## config.mk

```make
export PLATFORM = sky130hd
export DESIGN_NAME = stage_mem
export DESIGN_NICKNAME = d
export VERILOG_FILES = /design/src/rtl/stage_mem.sv
export SDC_FILE = /design/constraint.sdc
export NUM_CORES = 1
export LEC_CHECK = 0
export ABC_CLOCK_PERIOD_IN_PS = 3600
export CORE_AREA = 4 4 124 126
export CTS_CLUSTER_SIZE = 20
export DETAILED_ROUTE_END_ITERATION = 6
export DIE_AREA = 0 0 128 130
export GPL_TIMING_DRIVEN = 0
export PLACE_DENSITY = 0.76
export SLEW_MARGIN = 10
export SYNTH_ARGS = -nofsm -noshare
export SYNTH_HDL_FRONTEND = slang
export SYNTH_SLANG_ARGS = --single-unit
export TNS_END_PERCENT = 30
```

## constraint.sdc

```tcl
create_clock -name clk -period 3.6 [get_ports clk]
set_input_delay 1.08 -clock clk [delete_from_list [all_inputs] [get_ports clk]]
set_output_delay 1.08 -clock clk [all_outputs]
set_load 0.05 [all_outputs]
```

## src/rtl/stage_mem.sv

```systemverilog
// Memory-access stage: drives the req/gnt/rvalid data port, aligns load data, builds store
// lanes, stalls the pipe while an access is outstanding and holds the MEM/WB register.
module stage_mem #(
    parameter int unsigned XLEN     = 32,
    parameter int unsigned PC_WIDTH = 32
) (
    input  logic                clk,
    input  logic                rst_n,

    input  logic                ex_valid,
    input  logic [XLEN-1:0]     ex_alu_result,
    input  logic [XLEN-1:0]     ex_store_data,
    input  logic [4:0]          ex_rd_addr,
    input  logic                ex_reg_write,
    input  logic [1:0]          ex_wb_src,
    input  logic [PC_WIDTH-1:0] ex_pc_plus_4,
    input  logic                ex_mem_read,
    input  logic                ex_mem_write,
    input  logic [2:0]          ex_funct3,

    output logic                mem_stall,
    output logic                mem_misaligned,

    output logic                dmem_req,
    output logic                dmem_we,
    output logic [XLEN-1:0]     dmem_addr,
    output logic [3:0]          dmem_be,
    output logic [XLEN-1:0]     dmem_wdata,
    input  logic                dmem_gnt,
    input  logic                dmem_rvalid,
    input  logic [XLEN-1:0]     dmem_rdata,

    output logic [XLEN-1:0]     wb_alu_result,
    output logic [XLEN-1:0]     wb_mem_data,
    output logic [4:0]          wb_rd_addr,
    output logic                wb_reg_write,
    output logic [1:0]          wb_wb_src,
    output logic                wb_valid,
    output logic [PC_WIDTH-1:0] wb_pc_plus_4
);

    typedef enum logic [1:0] {
        StIdle,
        StWaitGnt,
        StWaitRvalid
    } state_e;

    state_e state_q, state_d;

    logic [XLEN-1:0]     wb_alu_result_q, wb_alu_result_d;
    logic [XLEN-1:0]     wb_mem_data_q,   wb_mem_data_d;
    logic [4:0]          wb_rd_addr_q,    wb_rd_addr_d;
    logic                wb_reg_write_q,  wb_reg_write_d;
    logic [1:0]          wb_wb_src_q,     wb_wb_src_d;
    logic                wb_valid_q,      wb_valid_d;
    logic [PC_WIDTH-1:0] wb_pc_plus_4_q,  wb_pc_plus_4_d;

    logic [1:0]      offset;
    logic [1:0]      size;
    logic            mem_op;
    logic            misaligned;
    logic            issue_phase;
    logic            req;
    logic            mis_pulse;
    logic            store_done;
    logic            load_done;
    logic            retire;
    logic [XLEN-1:0] rdata_shift;
    logic [XLEN-1:0] load_data;

    assign offset = ex_alu_result[1:0];
    assign size   = ex_funct3[1:0];
    assign mem_op = ex_valid & (ex_mem_read | ex_mem_write);

    always_comb begin
        misaligned = 1'b0;
        unique case (size)
            2'b00:   misaligned = 1'b0;
            2'b01:   misaligned = offset[0];
            default: misaligned = |offset;
        endcase
    end

    // Request phase covers IDLE and WAIT_GNT; upstream holds ex_* stable while stalled,
    // so the combinational request fields stay stable until the grant.
    assign issue_phase = (state_q == StIdle) || (state_q == StWaitGnt);
    assign req         = issue_phase & mem_op & ~misaligned;
    assign mis_pulse   = (state_q == StIdle) & mem_op & misaligned;
    assign store_done  = req & dmem_gnt & ex_mem_write;
    assign load_done   = (state_q == StWaitRvalid) & dmem_rvalid;
    assign retire      = ~mem_op | mis_pulse | store_done | load_done;

    assign mem_stall      = mem_op & ~retire;
    assign mem_misaligned = mis_pulse;
    assign dmem_req       = req;
    assign dmem_we        = ex_mem_write;
    assign dmem_addr      = {ex_alu_result[XLEN-1:2], 2'b00};

    always_comb begin
        dmem_be    = 4'b1111;
        dmem_wdata = ex_store_data;
        unique case (size)
            2'b00: begin
                dmem_be    = 4'b0001 << offset;
                dmem_wdata = {(XLEN/8){ex_store_data[7:0]}};
            end
            2'b01: begin
                dmem_be    = 4'b0011 << offset;
                dmem_wdata = {(XLEN/16){ex_store_data[15:0]}};
            end
            default: begin
                dmem_be    = 4'b1111;
                dmem_wdata = ex_store_data;
            end
        endcase
    end

    assign rdata_shift = dmem_rdata >> {offset, 3'b000};

    always_comb begin
        load_data = rdata_shift;
        case (ex_funct3)
            3'b000:  load_data = {{(XLEN-8){rdata_shift[7]}}, rdata_shift[7:0]};
            3'b001:  load_data = {{(XLEN-16){rdata_shift[15]}}, rdata_shift[15:0]};
            3'b100:  load_data = {{(XLEN-8){1'b0}}, rdata_shift[7:0]};
            3'b101:  load_data = {{(XLEN-16){1'b0}}, rdata_shift[15:0]};
            default: load_data = rdata_shift;
        endcase
    end

    always_comb begin
        state_d = state_q;
        unique case (state_q)
            StIdle, StWaitGnt: begin
                state_d = StIdle;
                if (req) begin
                    if (!dmem_gnt) begin
                        state_d = StWaitGnt;
                    end else if (!ex_mem_write) begin
                        state_d = StWaitRvalid;
                    end
                end
            end
            StWaitRvalid: begin
                if (dmem_rvalid) begin
                    state_d = StIdle;
                end
            end
            default: state_d = StIdle;
        endcase
    end

    // Any cycle that does not retire a live instruction writes an all-zero bubble.
    always_comb begin
        wb_alu_result_d = '0;
        wb_mem_data_d   = '0;
        wb_rd_addr_d    = '0;
        wb_reg_write_d  = 1'b0;
        wb_wb_src_d     = '0;
        wb_valid_d      = 1'b0;
        wb_pc_plus_4_d  = '0;
        if (retire && ex_valid) begin
            wb_alu_result_d = ex_alu_result;
            wb_mem_data_d   = load_done ? load_data : '0;
            wb_rd_addr_d    = ex_rd_addr;
            wb_reg_write_d  = ex_reg_write & ~mis_pulse;
            wb_wb_src_d     = ex_wb_src;
            wb_valid_d      = 1'b1;
            wb_pc_plus_4_d  = ex_pc_plus_4;
        end
    end

    always_ff @(posedge clk or negedge rst_n) begin
        if (!rst_n) begin
            state_q         <= StIdle;
            wb_alu_result_q <= '0;
            wb_mem_data_q   <= '0;
            wb_rd_addr_q    <= '0;
            wb_reg_write_q  <= 1'b0;
            wb_wb_src_q     <= '0;
            wb_valid_q      <= 1'b0;
            wb_pc_plus_4_q  <= '0;
        end else begin
            state_q         <= state_d;
            wb_alu_result_q <= wb_alu_result_d;
            wb_mem_data_q   <= wb_mem_data_d;
            wb_rd_addr_q    <= wb_rd_addr_d;
            wb_reg_write_q  <= wb_reg_write_d;
            wb_wb_src_q     <= wb_wb_src_d;
            wb_valid_q      <= wb_valid_d;
            wb_pc_plus_4_q  <= wb_pc_plus_4_d;
        end
    end

    assign wb_alu_result = wb_alu_result_q;
    assign wb_mem_data   = wb_mem_data_q;
    assign wb_rd_addr    = wb_rd_addr_q;
    assign wb_reg_write  = wb_reg_write_q;
    assign wb_wb_src     = wb_wb_src_q;
    assign wb_valid      = wb_valid_q;
    assign wb_pc_plus_4  = wb_pc_plus_4_q;

endmodule

```

---- Yosys cells after proc, flatten, opt, wreduce, memory -nomap -nowiden ----
Index checks and enable logic that the tools add are counted.
storage, ports and cells
  logic and storage cells ................. 60
  input bits .............................. 146
  memories kept ........................... 0
  RAM bits ................................ 0
  output and inout bits ................... 177
  register bits ........................... 107
  bits in latches ......................... 0
  memory bits (read-only) ................. 0
cells by class
  reduce and logical (&&, ||, !) cells .... 7
  multiplexer cells ....................... 17
  div/mod/pow operators ................... 0
  equality and inequality tests ........... 7
  bitwise gates (word level) .............. 18
  multipliers ............................. 0
  add/subtract/negate cells ............... 0
  order comparisons ....................... 0
  shifts and indexed selects .............. 3
operators with widths
  kind                                                  count
  2-to-1 mux 32 bit                                     4
  case mux 32 bit (4 select lines)                      1
  case mux 32 bit (2 select lines)                      1
  right shift 32 x 5 -> 32 bit                          1
  AND 1 bit                                             10
  2-to-1 mux 2 bit                                      5
  case mux 4 bit (2 select lines)                       1
  equality test 3 bit (second input constant)           2
  2-to-1 mux 5 bit                                      1
  equality test 2 x 1 -> 1 bit (second input constant)  2
  zero test 2 bit                                       2
  inverter 1 bit                                        4
  OR 1 bit                                              4
  case mux 2 bit (2 select lines)                       1
  OR reduction 2 bit                                    2
  left shift 1 x 2 -> 4 bit (first input constant)      1
  left shift 2 x 2 -> 4 bit (first input constant)      1
  equality test 3 x 1 -> 1 bit (second input constant)  1
  zero test 3 bit                                       1
  equality test 2 bit (second input constant)           1
  2-to-1 mux 1 bit                                      2
  inequality test 2 bit (second input constant)         1
  case mux 1 bit (2 select lines)                       1
  logical AND 1 bit                                     1
  logical OR 1 bit                                      1

---- Depth between registers and ports, before layout ----
Gate-level depths: netlist of run 1.
  word-level depth ........................ 10
  depth in mapped cells ................... 7
  gate-level depth less buffers ........... 4

---- Worst setup path before layout of run 1 ----
OpenSTA, ideal clock, no wires.
  path type ............................... in2out
  from .................................... input port ex_funct3[0]
  to ...................................... output port dmem_wdata[24]
  setup slack ............................. -0.350 ns
  data required time ...................... 2.520 ns
  stages on the path ...................... 4
  arrival time ............................ 2.870 ns
  buffers on the path ..................... 2
  cell sequence ........................... buf_2 buf_1 mux2i_1 o21ai_0
on the way
  word-level cells in the longest chain between the ends .. 2
RTL lines
  what                                                                    line  RTL
  start, declared                                                         19    input logic [2:0] ex_funct3,
  equality test 2 x 1 -> 1 bit / zero test 2 bit (equally long branches)  102   unique case (size)
  case mux 32 bit (2 select lines) (*)                                    102
  end, declared                                                           28    output logic [XLEN-1:0] dmem_wdata,
Mark *: on every way between the ends. The rest lies on a longest branch, timed or not.

---- Final worst setup path of run 1 ----
  from .................................... input port ex_alu_result[10]
  to ...................................... output port dmem_addr[10]
RTL lines
  what             line  RTL
  start, declared  11    input logic [XLEN-1:0] ex_alu_result,
  end, declared    26    output logic [XLEN-1:0] dmem_addr,
No word-level cell between the ends.

==> reports/metrics.yaml, run 1 <==
power_and_ir_drop:
  power_frac_seq_pct: 37.2
  p_per_area_mw_per_mm2: 402
  intPower_mw: 2.32
  power.net_switching_mw: 1.12
  totalPowerFinal_mw: 3.44
  clock_power_share_pct: 30.6
  p_leak_nw: 3.77
  ir_drop_mv: 0.206
  sw_frac_of_total_pct: 32.6
  comb_power_share_pct: 32.2
sta:
  worstMarginPinSlew_ns: 0.609
  hold_viol: 0
  period_share_pct: 98.8
  finalSetupViolations: 0
  fmaxAchievable_mhz: 281
  drv_slew: 0
  min_period_ns: 3.56
  clock_skew_ns: 0.0104
  hold_slack_ns: 0.548
  slew_headroom_pct: 59.3
synth:
  synth_compound_area_share_pct: 8.87
  synthAdderAreaFrac_pct: 0
  syn_area_mm2: 0.00480
  synthMuxAreaShare_pct: 8.94
  seq_area_frac_synth_pct: 55.8
  synth_xor_area_share_pct: 0.183
  syn_inst: 430
  syn_area_per_cell_um2: 11.2
  yosysWarnings: 0
  synth.distinct_cells: 36
  synthSimpleGateAreaFrac_pct: 16.3
  synth_top_family_by_area: "simple AND/OR/NAND/NOR gates"
  synth_seq_cells: 107
global_routing:
  grt_remaining_overflow: 0
  antenna_found_initial: 0
  grt_pass1_vias: 4688
  grt_first_pass_wirelength_mm: 25.5
  grt_usage_pct: 20.0
  grt_max_degree: 90
place:
  postPlaceCellArea_mm2: 0.00824
  gp_congestion: 0.887
  io_buffers: 318
  dp_hpwl_mm: 14.4
setup_path:
  path_common_cell: "clkdlybuf4s50_1"
  reg2reg_depth: 5
  critPathArrivalTime_ns: 2.48
  path_cells: "clkdlybuf4s50_1 -> buf_4 -> clkdlybuf4s50_1"
  worstPathMaxFanout: 2
  startpoint_type: "input port"
  critical_path_class: "input port to output pin"
  critPathCaptureType: "output pin"
  slowest_delay_ns: 0.79
  critPathSlowestCell: "clkdlybuf4s50_1"
  crit_required_ns: 2.52
cells_and_area:
  final_layout_size_suffix_gt1_share_pct: 20.6
  antennaDiodeCount: 0
  final_nets: 909
  fin_area_mm2: 0.00857
  area_growth_pct: 78.5
  final_util_pct: 59.9
floorplanning:
  start_util_pct: 33.5
  die_w_um: 128
  fp.coreArea_mm2: 0.0143
  rows: 44
  die-area_mm2: 0.0166
  die_y_um: 130
  ios: 323
route:
  post_drt_wl_per_cell_um: 18.2
  drc_errors: 0
  vias: 4469
  detail-route-antenna-nets: 0
  viasPerCell: 4.69
  drt_first_iter_violations: 195
  firstDrtPassIters: 5
  routed_wl_mm: 17.4
cts:
  clock_latency_ns: 0.34
  htreeDepth: 3
  cts_sinks: 107
  root_buffer: "clkbuf_16"
  clockBufferDepth: 2
  cts_hold_buf: 0
  cts_tree: "yes"
  clkSlewWorstSetupHoldPaths_ns: 0.07
  numCtsBuffers: 9
job:
  maxCapViolations: 0
outcome:
  status: "completed"
worst_hold_path:
  min_path_type: "flip-flop to flip-flop"
  min_path_cells: 1
[worst paths after layout]
kind,start,to,slack [ns]
max,ex_alu_result[10],dmem_addr[10],0.04
min reg2reg,state_q[1]$_DFFE_PN0P_,state_q[0]$_DFFE_PN0P_,0.55
max in group asynchronous,rst_n,wb_mem_data[24]$_DFF_PN0_,2.35
max reg2reg,state_q[0]$_DFFE_PN0P_,wb_pc_plus_4[10]$_DFF_PN0_,1.70
min in group asynchronous,rst_n,wb_pc_plus_4[11]$_DFF_PN0_,0.57
min,state_q[1]$_DFFE_PN0P_,state_q[0]$_DFFE_PN0P_,0.55
[worst max-delay path, delay by kind of cell]
family	cells	cell delay (ns)
buffers and inverters	3	1.40
[logic make-up after synthesis]
| kind of cell | Yosys count |
|---|---|
| XOR/XNOR | 1 |
| AND/OR/NAND/NOR | 143 |
| other | 1 |
| buffers and inverters | 73 |
| flip-flops | 107 |
| AO/OA/AOI/OAI | 65 |
| multiplexers | 40 |
[power groups by stage]
stage	Clock [mW]	Sequential [mW]	Combinational (mW)
after floorplan	0	1.54	0.401
after global placement	0	1.31	1.11
after detailed placement	0	1.31	1.12
after CTS	1.08	1.28	1.11
after global routing	1.14	1.29	1.16
final	1.05	1.28	1.11
[per-stage QoR]
| stage | setup slack [ns] | instances | setup TNS [ns] |
|---|---|---|---|
| floorplan | -0.350 | 431 | -1.84 |
| global placement | -2.38 | 933 | -279.05 |
| detailed placement | -1.10 | 934 | -25.74 |
| CTS | 0.000531 | 952 | 0 |
| global route | -0.0106 | 952 | -0.0132 |
| finish | 0.0430 | 952 | 0 |
[final cells by class]
| type | instances | area [um^2] |
|---|---|---|
| sequential | 107 | 2680 |
| clock buffer | 9 | 225 |
| clock inverter | 7 | 98.8 |
| timing repair buffer | 322 | 3160 |
| fill | 1143 | 5750 |
| multi-input combinational | 251 | 1670 |
| tap | 184 | 230 |
| inverter | 4 | 15.0 |
| buffer | 68 | 493 |
[layer usage]
metal / vias up / track usage (%) / routed length (um)
li1: 2049 / - / -
met1: 2143 / 20.9 / 6170
met2: 244 / 37.9 / 9260
met3: 33 / 5.89 / 1490
met4: 0 / 7.30 / 448
met5: - / 0 / 0
[synthesized netlist by cell type]
library cell    n  share of area [%]
nand3_1         1               0.10
a211oi_1       23                3.6
nand2_1        27                2.1
nor2b_1        82                 11
and4b_1         1               0.21
nor4_1          1               0.13
and2_1          1               0.13
nor2_2          1               0.13
o32ai_1         1               0.18
or2_2           1               0.13
nor3b_1         2               0.31
nand4b_1        1               0.18
a31o_2          1               0.18
nand2b_1        1               0.13
and3b_1         1               0.18
o21ai_0        12                1.3
buf_4          49                7.7
buf_2           9               0.94
mux2i_1        17                3.5
o21ai_1         1               0.10
or2_1           1               0.13
a21boi_0        2               0.31
inv_1           4               0.31
xnor2_1         1               0.18
conb_1          1              0.078
buf_1           5               0.39
o311a_4         1               0.44
clkbuf_1        6               0.47
o31ai_1         1               0.16
a21oi_1        19                2.0
nor2_1         20                1.6
dfrtp_1       107                 56
mux2_2         23                5.4
nor3_1          2               0.21
o21bai_1        3               0.47
o21ai_2         1               0.18
[what timing repair did]
action                                  in CTS  in global routing
buffers inserted                             3                  0
endpoints found under the setup margin      40                  5
gates resized for setup                    171                  8
pin swaps                                    1                  0
[placed cells by master, fill, tap and decap left out, types with 3 or more instances in the layout]
master           instances
clkdlybuf4s50_1        273
nand2_1                 27
o21ai_0                  8
clkbuf_1                 3
nor2b_1                 82
dfrtp_1                107
mux2i_1                 17
o21bai_1                 3
o21ai_1                  4
buf_4                   71
buf_2                   17
clkbuf_16                9
nor2_1                  20
mux2_2                  23
inv_1                    4
clkdlybuf4s15_2         14
clkbuf_2                 3
a21oi_1                 19
buf_6                    3
a211oi_1                23
[sequential cells by signal (all words and copies together) (netlist names)]
name / count
state_q: 2
wb_alu_result: 32
wb_mem_data: 32
wb_pc_plus_4: 32
wb_rd_addr: 5
wb_reg_write: 1
wb_valid: 1
wb_wb_src: 2
Power figures use the tool's default switching activity.
==> run 2, diff against run 1 <==
MAX_ROUTING_LAYER = met4   (was default)
==> run 2 against run 1 <==
  * Sequential share of layout area did not move
  * Non-clock buffer count did not move
  * Worst setup slack unchanged
  * Worst hold slack is essentially flat
  * Combinational power about the same
  * Flip-flop and latch count did not move
  * Die area did not move
  * Global-route usage rose by 0.58 points
  * Largest power group unchanged
==> reports/metrics.yaml, run 2 (synthesis gave the netlist of run 1 again) <==
outcome:
  status: "completed"  # unchanged
floorplanning:
  die_y_um: 130  # unchanged
  ios: 323  # unchanged
  start_util_pct: 33.5  # unchanged
  die_w_um: 128  # unchanged
  rows: 44  # unchanged
  fp.coreArea_mm2: 0.0143  # unchanged
  die-area_mm2: 0.0166  # unchanged
cts:
  cts_hold_buf: 0  # unchanged
  clkSlewWorstSetupHoldPaths_ns: 0.07  # about the same
  numCtsBuffers: 9  # unchanged
  cts_tree: "yes"  # unchanged
  clockBufferDepth: 2  # unchanged
  clock_latency_ns: 0.34  # about the same
  htreeDepth: 3  # unchanged
  cts_sinks: 107  # unchanged
  root_buffer: "clkbuf_16"  # unchanged
power_and_ir_drop:
  clock_power_share_pct: 30.6  # about the same
  power_frac_seq_pct: 37.2  # about the same
  sw_frac_of_total_pct: 32.6  # about the same
  ir_drop_mv: 0.206  # about the same
  power.net_switching_mw: 1.12  # about the same
  intPower_mw: 2.32  # about the same
  comb_power_share_pct: 32.2  # about the same
  p_per_area_mw_per_mm2: 402  # about the same
  p_leak_nw: 3.77  # unchanged
setup_path:
  reg2reg_depth: 5  # unchanged
  slowest_delay_ns: 0.79  # about the same
  worstPathMaxFanout: 2  # unchanged
  startpoint_type: "input port"  # unchanged
  critPathArrivalTime_ns: 2.48  # about the same
  path_cells: "clkdlybuf4s50_1 -> buf_4 -> clkdlybuf4s50_1"  # unchanged
  critPathSlowestCell: "clkdlybuf4s50_1"  # unchanged
  cp_top_family: "buffers and inverters"  # unchanged
  critPathCaptureType: "output pin"  # unchanged
  critical_path_class: "input port to output pin"  # unchanged
  cp_num_cells: 3  # unchanged
  path_common_cell: "clkdlybuf4s50_1"  # unchanged
  crit_required_ns: 2.52  # about the same
  crit_buf_inv: 3  # unchanged
global_routing:
  grt_usage_pct: 20.6  # was 20.0%
  grt_pass1_vias: 4692  # was 4688
  antenna_found_initial: 0  # unchanged
  grt_remaining_overflow: 0  # unchanged
  grt_max_degree: 90  # unchanged
  grt_first_pass_wirelength_mm: 25.5  # about the same
place:
  gp_congestion: 0.902  # was 0.887
  io_buffers: 318  # unchanged
  dp_hpwl_mm: 14.4  # unchanged
  place_inst: 934  # unchanged
cells_and_area:
  final_cell_mix: "273 x clkdlybuf4s50_1, 107 x dfrtp_1, 82 x nor2b_1, 71 x buf_4, 27 x nand2_1"  # unchanged
  final_layout_size_suffix_gt1_share_pct: 20.6  # unchanged
  final_cells: 952  # unchanged
  final_nets: 909  # unchanged
  layout_commonest_cell: "clkdlybuf4s50_1"  # unchanged
  antennaDiodeCount: 0  # unchanged
  fillers: 1143  # unchanged
  area_growth_pct: 78.5  # unchanged
worst_hold_path:
  min_path_type: "flip-flop to flip-flop"  # unchanged
  min_path_cells: 1  # unchanged
route:
  drt_first_iter_violations: 182  # was 195
  wl_met3_mm: 1.28  # was 1.49 mm
  detail-route-antenna-nets: 0  # unchanged
  drc_errors: 0  # unchanged
  routed_wl_mm: 17.3  # was 17.4 mm
  vias: 4448  # was 4469
  viasPerCell: 4.67  # was 4.69
  firstDrtPassIters: 4  # was 5
  wl_met1_mm: 6.37  # was 6.17 mm
  wl_met2_mm: 9.24  # was 9.26 mm
  post_drt_wl_per_cell_um: 18.2  # about the same
  top_layer: "met4"  # unchanged
sta:
  period_share_pct: 98.8  # unchanged
  worstMarginPinSlew_ns: 0.615  # was 0.609 ns
  min_period_ns: 3.56  # unchanged
  hold_viol: 0  # unchanged
  fmaxAchievable_mhz: 281  # unchanged
  slew_headroom_pct: 58.9  # was 59.3%
  hold_slack_ns: 0.548  # about the same
  clock_skew_ns: 0.00935  # was 0.0104 ns
  finalSetupViolations: 0  # unchanged
  drv_slew: 0  # unchanged
job:
  maxCapViolations: 0  # unchanged
-- run 2: cell counts in the layout (fill, tap and decap cells not counted) --
No cell type changed its count.
-- run 2: power by group through the flow --
stage | combinational (mW) | sequential [mW] | clock (mW)
2_1_floorplan | 0.401 | 1.54 | 0
5_1_grt | 1.16 | 1.29 | 1.14
3_5_place_dp | 1.12 | 1.31 | 0
3_3_place_gp | 1.11 | 1.31 | 0
4_1_cts | 1.11 | 1.28 | 1.08
6_report | 1.11 | 1.28 | 1.05
-- run 2: repair_timing --
action / in CTS / in global routing
pin swaps: 1 / 0
setup endpoints to repair: 40 / 5
buffers inserted: 3 / 0
resized for setup: 171 / 8
-- run 2: worst paths after layout --
path	start	to	slack, ns
min	state_q[1]$_DFFE_PN0P_	state_q[0]$_DFFE_PN0P_	0.55
min in group asynchronous	rst_n	wb_pc_plus_4[11]$_DFF_PN0_	0.57
max in group asynchronous	rst_n	wb_mem_data[20]$_DFF_PN0_	2.35
min reg2reg	state_q[1]$_DFFE_PN0P_	state_q[0]$_DFFE_PN0P_	0.55
max	ex_alu_result[10]	dmem_addr[10]	0.04
max reg2reg	state_q[0]$_DFFE_PN0P_	wb_pc_plus_4[10]$_DFF_PN0_	1.70
-- run 2: cell type report --
| class | instances | area [um^2] | share of cell area (%) |
|---|---|---|---|
| sequential | 107 | 2680 | 31.3 |
| inverter | 4 | 15.0 | 0.175 |
| buffer | 68 | 493 | 5.75 |
| tap | 184 | 230 | 2.69 |
| clock buffer | 9 | 225 | 2.63 |
| multi-input combinational | 251 | 1670 | 19.5 |
| clock inverter | 7 | 98.8 | 1.15 |
| timing repair buffer | 322 | 3160 | 36.9 |
-- run 2: worst reg2reg max path, cell delays in order, from the launching register on --
cell      delay (ns)
dfrtp_1         0.44
nand4b_1        0.41
a21boi_0        0.33
o311a_4         0.34
buf_4           0.20
nor2b_1         0.07
-- run 2: per-layer routing --
layer | global-route usage, % | up-vias
met5 | - | -
met4 | 7.30 | 0
met3 | 4.09 | 33
met2 | 37.9 | 248
met1 | 21.9 | 2122
li1 | - | 2045
-- run 2: stage by stage --
stage                     TNS (ns)  area [um^2]  power [mW]  setup WS (ns)  utilization, %
after global routing       -0.0132         8570        3.58        -0.0106            59.9
after detailed placement    -25.74         8240        2.43          -1.10            57.6
final                            0         8570        3.44         0.0430            59.9
after global placement     -279.05         8220        2.41          -2.38            57.4
after floorplan              -1.84         4800        1.94         -0.350               -
after CTS                        0         8560        3.48       0.000531            59.8
